**config.mk**
```make
export PLATFORM = sky130hd
export DESIGN_NAME = uart_fifo_core
export DESIGN_NICKNAME = d
export VERILOG_FILES = /design/src/rtl/uart_fifo_core.sv
export SDC_FILE = /design/constraint.sdc
export NUM_CORES = 1
export LEC_CHECK = 0
export ABC_AREA = 1
export CAP_MARGIN = 10
export CORE_ASPECT_RATIO = 1.75
export CORE_MARGIN = 1
export CORE_UTILIZATION = 59
export DETAILED_ROUTE_END_ITERATION = 8
export HOLD_SLACK_MARGIN = 0.12
export PLACE_DENSITY = 0.77
export RECOVER_POWER = 25
export SETUP_SLACK_MARGIN = 0.2
export SYNTH_ARGS = -nofsm -noshare
export SYNTH_HDL_FRONTEND = slang
export SYNTH_SLANG_ARGS = --single-unit
```
**constraint.sdc**
```tcl
create_clock -name clk -period 2.95 [get_ports clk]
set_input_delay 0.59 -clock clk [delete_from_list [all_inputs] [get_ports clk]]
set_output_delay 0.59 -clock clk [all_outputs]
set_load 0.02 [all_outputs]
```
**src/rtl/uart_fifo_core.sv**
```systemverilog
// uart_fifo_core: parametrised UART transceiver with a TX FIFO, RX glitch
// rejection and framing-error detection. All outputs are registered.
// Optional macro UART_PARITY_EN adds one even-parity bit after the payload
// on both TX and RX. Without it, rx_parity_err never pulses.
module uart_fifo_core #(
   parameter int CLKS_PER_BIT = 868,
   parameter int DATA_BITS    = 8,
   parameter int STOP_BITS    = 1,
   parameter int TX_DEPTH     = 4
) (
   input  logic                 clk,
   input  logic                 rst,
   input  logic                 rxd,
   output logic [DATA_BITS-1:0] rx_data,
   output logic                 rx_valid,
   output logic                 rx_frame_err,
   output logic                 rx_parity_err,
   output logic                 txd,
   input  logic [DATA_BITS-1:0] tx_data,
   input  logic                 tx_wr,
   output logic                 tx_full,
   output logic                 tx_ovf,
   output logic                 tx_busy
);

`ifdef UART_PARITY_EN
   localparam logic PAR_EN = 1'b1;
`else
   localparam logic PAR_EN = 1'b0;
`endif

   localparam int CW = $clog2(CLKS_PER_BIT);
   localparam int BW = (DATA_BITS > 1) ? $clog2(DATA_BITS) : 1;
   localparam int AW = $clog2(TX_DEPTH);
   localparam logic [CW-1:0] BIT_LAST  = CW'(CLKS_PER_BIT - 1);
   localparam logic [CW-1:0] HALF_LAST = CW'(CLKS_PER_BIT / 2 - 1);
   localparam logic [BW-1:0] IDX_LAST  = BW'(DATA_BITS - 1);
   localparam logic          STOP_LAST = (STOP_BITS == 2);
   localparam logic [AW:0]   DEPTH_N   = (AW + 1)'(TX_DEPTH);

   typedef enum logic [2:0] {TX_IDLE, TX_START, TX_DATA, TX_PARITY, TX_STOP} tx_state_t;
   typedef enum logic [2:0] {RX_IDLE, RX_START, RX_DATA, RX_PARITY, RX_STOP, RX_WAIT_HIGH} rx_state_t;

   // ---------------- TX FIFO ----------------
   logic [DATA_BITS-1:0] r_fifo [TX_DEPTH];
   logic [AW-1:0]        r_wr_ptr, r_rd_ptr;
   logic [AW:0]          r_count;
   logic                 r_tx_full, r_tx_ovf;
   logic                 w_push, w_tx_pop;
   logic [AW:0]          w_count_next;

   tx_state_t            r_tx_state;
   logic [CW-1:0]        r_tx_cnt;
   logic [BW-1:0]        r_tx_idx;
   logic                 r_tx_stop;
   logic [DATA_BITS-1:0] r_tx_shift;
   logic                 r_tx_par, r_txd, r_tx_busy;

   // Full is judged on the registered flag, so a same-edge pop never frees a slot for a write.
   assign w_push   = tx_wr && !r_tx_full;
   assign w_tx_pop = (r_count != '0) &&
                     ((r_tx_state == TX_IDLE) ||
                      (r_tx_state == TX_STOP && r_tx_cnt == '0 && r_tx_stop == STOP_LAST));
   assign w_count_next = r_count + {{AW{1'b0}}, w_push} - {{AW{1'b0}}, w_tx_pop};

   // FIFO storage write port; the array carries no reset so it maps to RAM.
   always_ff @(posedge clk) begin
      if (w_push) r_fifo[r_wr_ptr] <= tx_data;
   end

   // FIFO pointers, occupancy, full flag and overflow pulse.
   always_ff @(posedge clk) begin
      if (rst) begin
         r_wr_ptr  <= '0;
         r_rd_ptr  <= '0;
         r_count   <= '0;
         r_tx_full <= 1'b0;
         r_tx_ovf  <= 1'b0;
      end else begin
         if (w_push)   r_wr_ptr <= r_wr_ptr + AW'(1);
         if (w_tx_pop) r_rd_ptr <= r_rd_ptr + AW'(1);
         r_count   <= w_count_next;
         r_tx_full <= (w_count_next == DEPTH_N);
         r_tx_ovf  <= tx_wr && r_tx_full;
      end
   end

   // TX framer: pops a word, then shifts out start, data (LSB first), optional parity, stop bits.
   always_ff @(posedge clk) begin
      if (rst) begin
         r_tx_state <= TX_IDLE;
         r_tx_cnt   <= '0;
         r_tx_idx   <= '0;
         r_tx_stop  <= 1'b0;
         r_tx_shift <= '0;
         r_tx_par   <= 1'b0;
         r_txd      <= 1'b1;
         r_tx_busy  <= 1'b0;
      end else begin
         r_tx_busy <= 1'b1;
         case (r_tx_state)
            TX_IDLE: begin
               if (w_tx_pop) begin
                  r_tx_shift <= r_fifo[r_rd_ptr];
                  r_tx_par   <= 1'b0;
                  r_txd      <= 1'b0;
                  r_tx_cnt   <= BIT_LAST;
                  r_tx_state <= TX_START;
               end else begin
                  r_tx_busy <= w_push;
               end
            end
            TX_START, TX_DATA: begin
               if (r_tx_cnt != '0) begin
                  r_tx_cnt <= r_tx_cnt - CW'(1);
               end else begin
                  r_tx_cnt <= BIT_LAST;
                  if (r_tx_state == TX_DATA && r_tx_idx == IDX_LAST) begin
                     r_tx_stop <= 1'b0;
                     if (PAR_EN) begin
                        r_txd      <= r_tx_par;
                        r_tx_state <= TX_PARITY;
                     end else begin
                        r_txd      <= 1'b1;
                        r_tx_state <= TX_STOP;
                     end
                  end else begin
                     // Entering DATA from START resets the bit index; otherwise advance it.
                     r_tx_idx   <= (r_tx_state == TX_START) ? '0 : r_tx_idx + BW'(1);
                     r_txd      <= r_tx_shift[0];
                     r_tx_par   <= r_tx_par ^ r_tx_shift[0];
                     r_tx_shift <= {1'b0, r_tx_shift[DATA_BITS-1:1]};
                     r_tx_state <= TX_DATA;
                  end
               end
            end
            TX_PARITY: begin
               if (r_tx_cnt != '0) begin
                  r_tx_cnt <= r_tx_cnt - CW'(1);
               end else begin
                  r_tx_cnt   <= BIT_LAST;
                  r_txd      <= 1'b1;
                  r_tx_state <= TX_STOP;
               end
            end
            TX_STOP: begin
               if (r_tx_cnt != '0) begin
                  r_tx_cnt <= r_tx_cnt - CW'(1);
               end else if (r_tx_stop != STOP_LAST) begin
                  r_tx_stop <= 1'b1;
                  r_tx_cnt  <= BIT_LAST;
               end else if (w_tx_pop) begin
                  // Next word already queued: straight into its start bit, no idle gap.
                  r_tx_shift <= r_fifo[r_rd_ptr];
                  r_tx_par   <= 1'b0;
                  r_txd      <= 1'b0;
                  r_tx_cnt   <= BIT_LAST;
                  r_tx_state <= TX_START;
               end else begin
                  r_tx_state <= TX_IDLE;
                  r_tx_busy  <= w_push;
               end
            end
            default: r_tx_state <= TX_IDLE;
         endcase
      end
   end

   // ---------------- RX ----------------
   logic                 r_rxd_meta, r_rxd_s;
   rx_state_t            r_rx_state;
   logic [CW-1:0]        r_rx_cnt;
   logic [BW-1:0]        r_rx_idx;
   logic [DATA_BITS-1:0] r_rx_shift, r_rx_data;
   logic                 r_rx_par_bit, r_rx_valid, r_rx_frame_err, r_rx_parity_err;
   logic                 w_rx_perr;

   assign w_rx_perr = PAR_EN && ((^r_rx_shift) != r_rx_par_bit);

   // Two-flop synchroniser for the asynchronous serial input; idles high.
   always_ff @(posedge clk) begin
      if (rst) begin
         r_rxd_meta <= 1'b1;
         r_rxd_s    <= 1'b1;
      end else begin
         r_rxd_meta <= rxd;
         r_rxd_s    <= r_rxd_meta;
      end
   end

   // RX deframer: centre-samples each bit, rejects short start glitches, flags framing/parity errors.
   always_ff @(posedge clk) begin
      if (rst) begin
         r_rx_state      <= RX_IDLE;
         r_rx_cnt        <= '0;
         r_rx_idx        <= '0;
         r_rx_shift      <= '0;
         r_rx_par_bit    <= 1'b0;
         r_rx_data       <= '0;
         r_rx_valid      <= 1'b0;
         r_rx_frame_err  <= 1'b0;
         r_rx_parity_err <= 1'b0;
      end else begin
         r_rx_valid      <= 1'b0;
         r_rx_frame_err  <= 1'b0;
         r_rx_parity_err <= 1'b0;
         if (r_rx_state != RX_IDLE && r_rx_state != RX_WAIT_HIGH && r_rx_cnt != '0) begin
            r_rx_cnt <= r_rx_cnt - CW'(1);
         end else begin
            case (r_rx_state)
               RX_IDLE: begin
                  if (!r_rxd_s) begin
                     r_rx_cnt   <= HALF_LAST;
                     r_rx_state <= RX_START;
                  end
               end
               RX_START: begin
                  // Line back high at mid start bit: a glitch, drop it silently.
                  r_rx_cnt   <= BIT_LAST;
                  r_rx_idx   <= '0;
                  r_rx_state <= r_rxd_s ? RX_IDLE : RX_DATA;
               end
               RX_DATA: begin
                  r_rx_shift <= {r_rxd_s, r_rx_shift[DATA_BITS-1:1]};
                  r_rx_cnt   <= BIT_LAST;
                  r_rx_idx   <= r_rx_idx + BW'(1);
                  if (r_rx_idx == IDX_LAST) r_rx_state <= PAR_EN ? RX_PARITY : RX_STOP;
               end
               RX_PARITY: begin
                  r_rx_par_bit <= r_rxd_s;
                  r_rx_cnt     <= BIT_LAST;
                  r_rx_state   <= RX_STOP;
               end
               RX_STOP: begin
                  r_rx_parity_err <= w_rx_perr;
                  if (!r_rxd_s) begin
                     r_rx_frame_err <= 1'b1;
                     r_rx_state     <= RX_WAIT_HIGH;
                  end else begin
                     if (!w_rx_perr) begin
                        r_rx_data  <= r_rx_shift;
                        r_rx_valid <= 1'b1;
                     end
                     r_rx_state <= RX_IDLE;
                  end
               end
               RX_WAIT_HIGH: begin
                  // Break or stuck-low line: wait for it to return high before hunting again.
                  if (r_rxd_s) r_rx_state <= RX_IDLE;
               end
               default: r_rx_state <= RX_IDLE;
            endcase
         end
      end
   end

   assign rx_data       = r_rx_data;
   assign rx_valid      = r_rx_valid;
   assign rx_frame_err  = r_rx_frame_err;
   assign rx_parity_err = r_rx_parity_err;
   assign txd           = r_txd;
   assign tx_full       = r_tx_full;
   assign tx_ovf        = r_tx_ovf;
   assign tx_busy       = r_tx_busy;

endmodule

```
==> results.ini, run 1 <==
[power]
power_frac_seq = 0.331
power.leakage_nw = 2.39
clkPwrFrac = 0.218
power.total_mw = 5.96
pwr-share-comb = 0.452
vdd_ir_drop_max_v = 0.000605
sw_frac_of_total = 0.418
power_density_nw_per_um2 = 1070
p_int_mw = 3.47
p_switching_mw = 2.49

[finish]
regArea_um2 = 2420
post-route-util = 0.701
layout-drive-gt1-share = 0.0952
nFillCells = 642
antenna_cells = 0
areaGrowthSynthToFinish_pct = 13.9
multi_input_area_um2 = 2140
final_nets = 652
final_area_um2 = 5580

[route]
firstDrtPassIters = 5
wl_met1_mm = 3.72
viasPerCell = 5.43
totalWireLength_mm = 9.88
drc = 0
dr_wl_met3_um = 244
top_layer_used = met4
drt_iter0_markers = 165
post_drt_wl_per_cell_um = 13.7
met2_length_mm = 5.47
vias = 3907
drtAntennaViolNets = 0

[sta]
period_minus_slack_ns = 2.56
rsz0062_at_grt = false
fin_skew_ns = 0.00694
slew_headroom = 0.0593
final_hold_viol_count = 0
worst_slew_pin_slew_ns = 1.41
setup_violations = 0
drv_slew = 0
tns_ns = 0
post-route-period-util = 0.869
worst_hold_slack_ns = 0.419
max_freq_ghz = 0.390

[setup_path]
worstPathArrival_ns = 2.83
crit_slowest_cell = dfxtp_1
worstSetupPathDepth = 11
slowest_delay_ns = 0.37
crit_family = adder cells
reg2reg_from = r_tx_state[0]
critPathCapture = tx_full
cp_max_fo = 17
crit_required_ns = 3.22
worst-r2r-cell-count = 11
r2r-end = tx_full
worstPathCellList = nor2_4 -> inv_1 -> nor2_1 -> nand2_8 -> ha_1 -> ha_1 -> fa_2 -> xnor2_2 -> xor2_1 -> nand2_1 -> nor3_1
ff2ff_setup_slack_ns = 0.39
path_class = flip-flop to flip-flop
cp_common_cell = ha_1
crit_path_end_kind = flip-flop
cp-start-kind = flip-flop
path_buf_inv = 1
cp-startpoint = r_tx_state[0]

[clocking]
clk_pin_slew_ns = 0.07
cts.path.max_buffers = 2
root_buffer = clkbuf_16
worst_skew_pair.late_latency_ns = 0.34
cts_inserted_buffers = 9
hold_buffers = 0
postCtsSetupBuffers = 0
cts.sinks = 105
ctsHtreeMaxLevel = 3
cts_tree = yes

[flow_run]
max-cap-violations = 0

[place]
port_buffers = 25
placed_cell_area_um2 = 5220
dp_hpwl_mm = 6.82
gp_congestion = 0.836

[synthesis]
yosys_warnings = 0
yosysSeqAreaShare = 0.494
synthCells = 599
netlist_top_cells_area = dfxtp_1 (30%), edfxtp_1 (20%), nand2_1 (8.7%)
yosysUniqueCellTypes = 38
netlist.area_leader.share = 0.298
syn_area_um2 = 4900
ys_ff_latch = 105
syn_area_per_cell_um2 = 8.18
syn-num-nets = 626
yosys.area.top_type = dfxtp_1

[grt]
grt_max_degree = 31
grt-ovfl-total = 0
grt_usage = 0.244
antenna_found_initial = 0
grt_pass1_vias = 3762
grt_first_pass_wirelength_mm = 16.2

[worst_hold_path]
min_from = r_rxd_meta
hold_path_class = flip-flop to flip-flop

[floorplanning]
ioPinCount = 27
die_height_um = 123
die_w_um = 70.9
die-area_um2 = 8690
initial_core_util = 0.615
fp-row-count = 43
core-area_um2 = 7960

[run_status]
outcome = completed

layer usage:
layer / GRT usage / up-vias
met5: 0 / -
met4: 0.156 / 0
li1: - / 2005
met3: 0.0394 / 25
met2: 0.475 / 70
met1: 0.231 / 1807
cells in the final DEF, fill, tap and decap left out, drive strengths merged:
| cell type | n |
|---|---|
| nand2 | 121 |
| nor2 | 80 |
| a21oi | 44 |
| nor3 | 13 |
| and3 | 1 |
| dlygate4sd3 | 9 |
| conb | 1 |
| nand3 | 53 |
| clkinv | 2 |
| buf | 7 |
| a31oi | 3 |
| o211ai | 1 |
| dfxtp | 73 |
| a211oi | 3 |
| fa | 1 |
| inv | 71 |
| ha | 14 |
| nand4 | 9 |
| clkinvlp | 1 |
| bufinv | 3 |
| clkbuf | 12 |
| o21bai | 1 |
| xnor2 | 1 |
| clkdlybuf4s50 | 16 |
| xor2 | 9 |
| edfxtp | 32 |
| or2 | 3 |
| o21ai | 46 |
layout make-up:
cell class | instances | area share
Clock buffer | 11 | 0.0455
Clock inverter | 5 | 0.0146
Inverter | 72 | 0.0484
Multi-Input combinational cell | 404 | 0.383
Sequential cell | 105 | 0.434
Tap cell | 90 | 0.0202
Timing Repair Buffer | 33 | 0.0549
worst min path at each step:
stage	end	slack [ns]	depth (start not counted)
after floorplan	r_rxd_s	0.39	1
after global placement	r_rxd_s	0.40	1
after detailed placement	r_rxd_s	0.40	1
after CTS	r_rxd_s	0.42	1
after global routing	r_rxd_s	0.46	1
final	r_rxd_s	0.42	1
metrics by stage:
stage               worst slack (ns)  std cells
global placement               0.109        704
floorplan                      0.374        599
finish                         0.387        720
detailed placement           0.00696        704
global route                   0.197        720
CTS                            0.208        720
synthesized netlist by cell type (all sizes together):
cell	n
nand2	121
nor2	80
dfxtp	73
inv	70
nand3	53
o21ai	46
a21oi	44
edfxtp	32
ha	14
nor3	13
buf	12
nand4	9
xor2	9
clkbuf	6
a211oi	3
a31oi	3
or2	3
clkinv	2
and3	1
conb	1
fa	1
o211ai	1
o21bai	1
xnor2	1
state kept, by name, summed over array words and instances, names as in the netlist, 8 cells and up, named ones only:
signal	cells
rx_data	8
r_tx_shift	8
r_rx_cnt	10
r_fifo	32
r_rx_shift	8
r_tx_cnt	10
power by group through the flow:
stage                     clock network, mW  logic, mW  registers, mW
after floorplan                           0       2.12           1.95
after global placement                    0       2.55           1.98
after detailed placement                  0       2.63           1.99
after CTS                              1.32       2.66           1.96
after global routing                   1.37       3.05           2.01
final                                  1.30       2.69           1.97
kinds of logic after synthesis:
logic type	Yosys count	synth area share
adders and majority gates	15	0.0398
AOI/OAI and AO/OA	98	0.106
and+or+nand+nor	280	0.265
xor gates and xnor gates	10	0.0179
other	1	0.000765
buffers and inverters	90	0.0758
DFF	105	0.494
timing repair:
item	4_1_cts	5_1_grt
pin swaps	1	0
gates resized for setup	0	7
gates cloned	0	0
setup endpoints to repair	1	2
No activity file was read; power rests on OpenSTA's default activity.
==> inputs of run 2 (changes only) <==
--- a/config.mk
+++ b/config.mk
@@ -15,6 +15,7 @@
 export PLACE_DENSITY = 0.77
 export RECOVER_POWER = 25
 export SETUP_SLACK_MARGIN = 0.2
+export SKIP_CTS_REPAIR_TIMING = 1
 export SYNTH_ARGS = -nofsm -noshare
 export SYNTH_HDL_FRONTEND = slang
 export SYNTH_SLANG_ARGS = --single-unit
==> results of run 2 <==
Same layout as run 1: the final DEF is identical, and so are final timing and power.
==> inputs of run 3 (changes only) <==
--- a/config.mk
+++ b/config.mk
@@ -16,6 +16,7 @@
 export RECOVER_POWER = 25
 export SETUP_SLACK_MARGIN = 0.2
 export SKIP_CTS_REPAIR_TIMING = 1
+export SLEW_MARGIN = 20
 export SYNTH_ARGS = -nofsm -noshare
 export SYNTH_HDL_FRONTEND = slang
 export SYNTH_SLANG_ARGS = --single-unit
==> constraint.sdc (replaced) <==
create_clock -name clk -period 2.55 [get_ports clk]
set_input_delay 0.51 -clock clk [delete_from_list [all_inputs] [get_ports clk]]
set_output_delay 0.51 -clock clk [all_outputs]
set_load 0.02 [all_outputs]
==> run 3 against run 2 <==
  * The flow now finishes with violations (DRC)
  * Worst setup slack got worse by 0.11 ns
  * Sequential share of layout area decreased by 0.59 points
  * Critical path depth unchanged
  * Global-route usage up 0.19 points
  * Final area is 1.5% higher
  * Critical endpoint unchanged
  * Largest power group unchanged
==> results.ini, run 3 (synthesis gave the netlist of run 1 again) <==
[power]
clkPwrFrac = 0.212  ; -0.006
p_switching_mw = 2.96  ; +19%
power_density_nw_per_um2 = 1240  ; +17%
p_int_mw = 4.09  ; +18%
vdd_ir_drop_max_v = 0.000697  ; +15%
sw_frac_of_total = 0.420  ; +0.00207
pwr-share-comb = 0.463  ; +0.011
power.leakage_nw = 2.40  ; +0.79%
power_frac_seq = 0.325  ; -0.006

[worst_hold_path]
hold_path_class = flip-flop to flip-flop

[route]
vias = 3974  ; +1.7%
firstDrtPassIters = 9  ; +4
post_drt_wl_per_cell_um = 13.9  ; +1.0%
totalWireLength_mm = 10.1  ; +1.9%
drc = 6  ; +6
drtAntennaViolNets = 0  ; unchanged
viasPerCell = 5.47  ; +0.87%
drt_iter0_markers = 245  ; +48%

[floorplanning]
core-area_um2 = 7960  ; unchanged
die_height_um = 123  ; unchanged
ioPinCount = 27  ; unchanged
die-area_um2 = 8690  ; unchanged
fp-row-count = 43  ; unchanged
die_w_um = 70.9  ; unchanged
initial_core_util = 0.615  ; unchanged

[finish]
layout-drive-gt1-share = 0.121  ; +0.0258
largest_register_ffs = 32  ; unchanged
largest_register = r_fifo
multi_input_area_um2 = 2170  ; +1.7%
nFillCells = 650  ; +1.2%
reg_top3 = r_fifo x32, r_rx_cnt x10, r_tx_cnt x10
antenna_cells = 0  ; unchanged
mostFrequentLayoutCells = nand2_1 (113), dfxtp_1 (71), nor2_1 (69)
final_area_um2 = 5670  ; +1.5%
regArea_um2 = 2420  ; +0.10%
final_common_cell = nand2_1
areaGrowthSynthToFinish_pct = 15.6
final_nets = 658  ; +0.92%

[place]
placed_cell_area_um2 = 5290  ; +1.2%
gp_congestion = 0.872  ; +4.3%
port_buffers = 25  ; unchanged
dp_hpwl_mm = 7.13  ; +4.6%

[clocking]
clk_pin_slew_ns = 0.07  ; about the same
root_buffer = clkbuf_16
ctsHtreeMaxLevel = 3  ; unchanged
cts_tree = yes
cts.sinks = 105  ; unchanged
cts.path.max_buffers = 2  ; unchanged
cts_inserted_buffers = 9  ; unchanged
worst_skew_pair.late_latency_ns = 0.34  ; about the same

[grt]
grt_max_degree = 31  ; unchanged
antenna_found_initial = 0  ; unchanged
grt_first_pass_wirelength_mm = 16.6  ; +2.4%
grt_usage = 0.246  ; +0.00189
grt-ovfl-total = 0  ; unchanged
grt_pass1_vias = 3760  ; -0.053%

[setup_path]
crit_path_end_kind = flip-flop
worstPathArrival_ns = 2.54  ; -0.29 ns
crit_required_ns = 2.82  ; -0.40 ns
path_class = flip-flop to flip-flop
cp-start-kind = flip-flop
cp_max_fo = 5  ; -12

[sta]
slew_headroom = 0.0396  ; -0.0198
worst_slew_pin_slew_ns = 1.44  ; +0.0296 ns
max_freq_ghz = 0.439  ; +13%
final_hold_viol_count = 0  ; unchanged
drv_slew = 0  ; unchanged
tns_ns = 0  ; unchanged
post-route-period-util = 0.892  ; +0.0236
rsz0062_at_grt = true
period_minus_slack_ns = 2.28  ; -0.287 ns
setup_violations = 0  ; unchanged
fin_skew_ns = 0.00523  ; -0.00171 ns

[run_status]
violations = DRC
outcome = complete, but fails checks

[flow_run]
max-cap-violations = 0  ; unchanged

## run 3: cell count changes in the layout (fill, tap and decap cells not counted), moves of 2 or more
cell and change:
buf_4 +6, bufinv_8 -2, dfxtp_1 -2, dfxtp_2 +2, ha_1 -3, ha_4 +3, inv_4 +2, nor2_1 -3
nor2_2 +3
## run 3: final cells by class
| class | count | area share |
|---|---|---|
| Multi-Input combinational cell | 404 | 0.383 |
| Inverter | 72 | 0.0486 |
| Tap cell | 90 | 0.0199 |
| Timing Repair Buffer | 39 | 0.0621 |
| Clock inverter | 5 | 0.0152 |
| Clock buffer | 11 | 0.0428 |
| Sequential cell | 105 | 0.428 |
## run 3: power by group through the flow
stage / clock, mW / sequential, mW / combinational [mW]
2_1_floorplan: 0 / 2.26 / 2.53
3_3_place_gp: 0 / 2.29 / 3.05
3_5_place_dp: 0 / 2.31 / 3.15
4_1_cts: 1.51 / 2.28 / 3.18
5_1_grt: 1.59 / 2.33 / 3.69
6_report: 1.49 / 2.29 / 3.27
## run 3: final timing paths
kind	startpoint	endpoint	slack, ns	cells after the start
worst max-delay path	r_tx_state[0]	tx_full	0.27	11
worst min-delay path	r_rxd_meta	r_rxd_s	0.42	1
worst max register to register	r_tx_state[0]	tx_full	0.27	11
worst min register to register	r_rxd_meta	r_rxd_s	0.42	1
## run 3: layer usage
layer | global-route usage | up-vias | wire length, um
li1 | - | 2019 | -
met1 | 0.245 | 1864 | 3780
met2 | 0.493 | 71 | 5770
met3 | 0.0361 | 20 | 285
met4 | 0.104 | 0 | 227
met5 | 0 | - | 0
## run 3: metrics by stage
stage	setup WS, ns	util	hold slack (ns)	total power, mW	instances
finish	0.275	0.712	0.417	7.05	726
global route	0.109	0.712	0.435	7.60	726
CTS	0.0806	0.705	0.419	6.97	722
detailed placement	-0.256	0.664	0.402	5.46	706
global placement	-0.156	0.664	0.404	5.34	706
floorplan	0.150	-	0.389	4.79	599
## run 3: critical path, cell delays in order, from the launching register on
cell	delay [ns]
dfxtp_1	0.36
nor2_4	0.20
inv_1	0.12
nor2_2	0.17
nand2_4	0.09
ha_4	0.22
ha_4	0.15
fa_2	0.35
xnor2_2	0.17
xor2_1	0.17
nand2_1	0.10
nor3_2	0.11
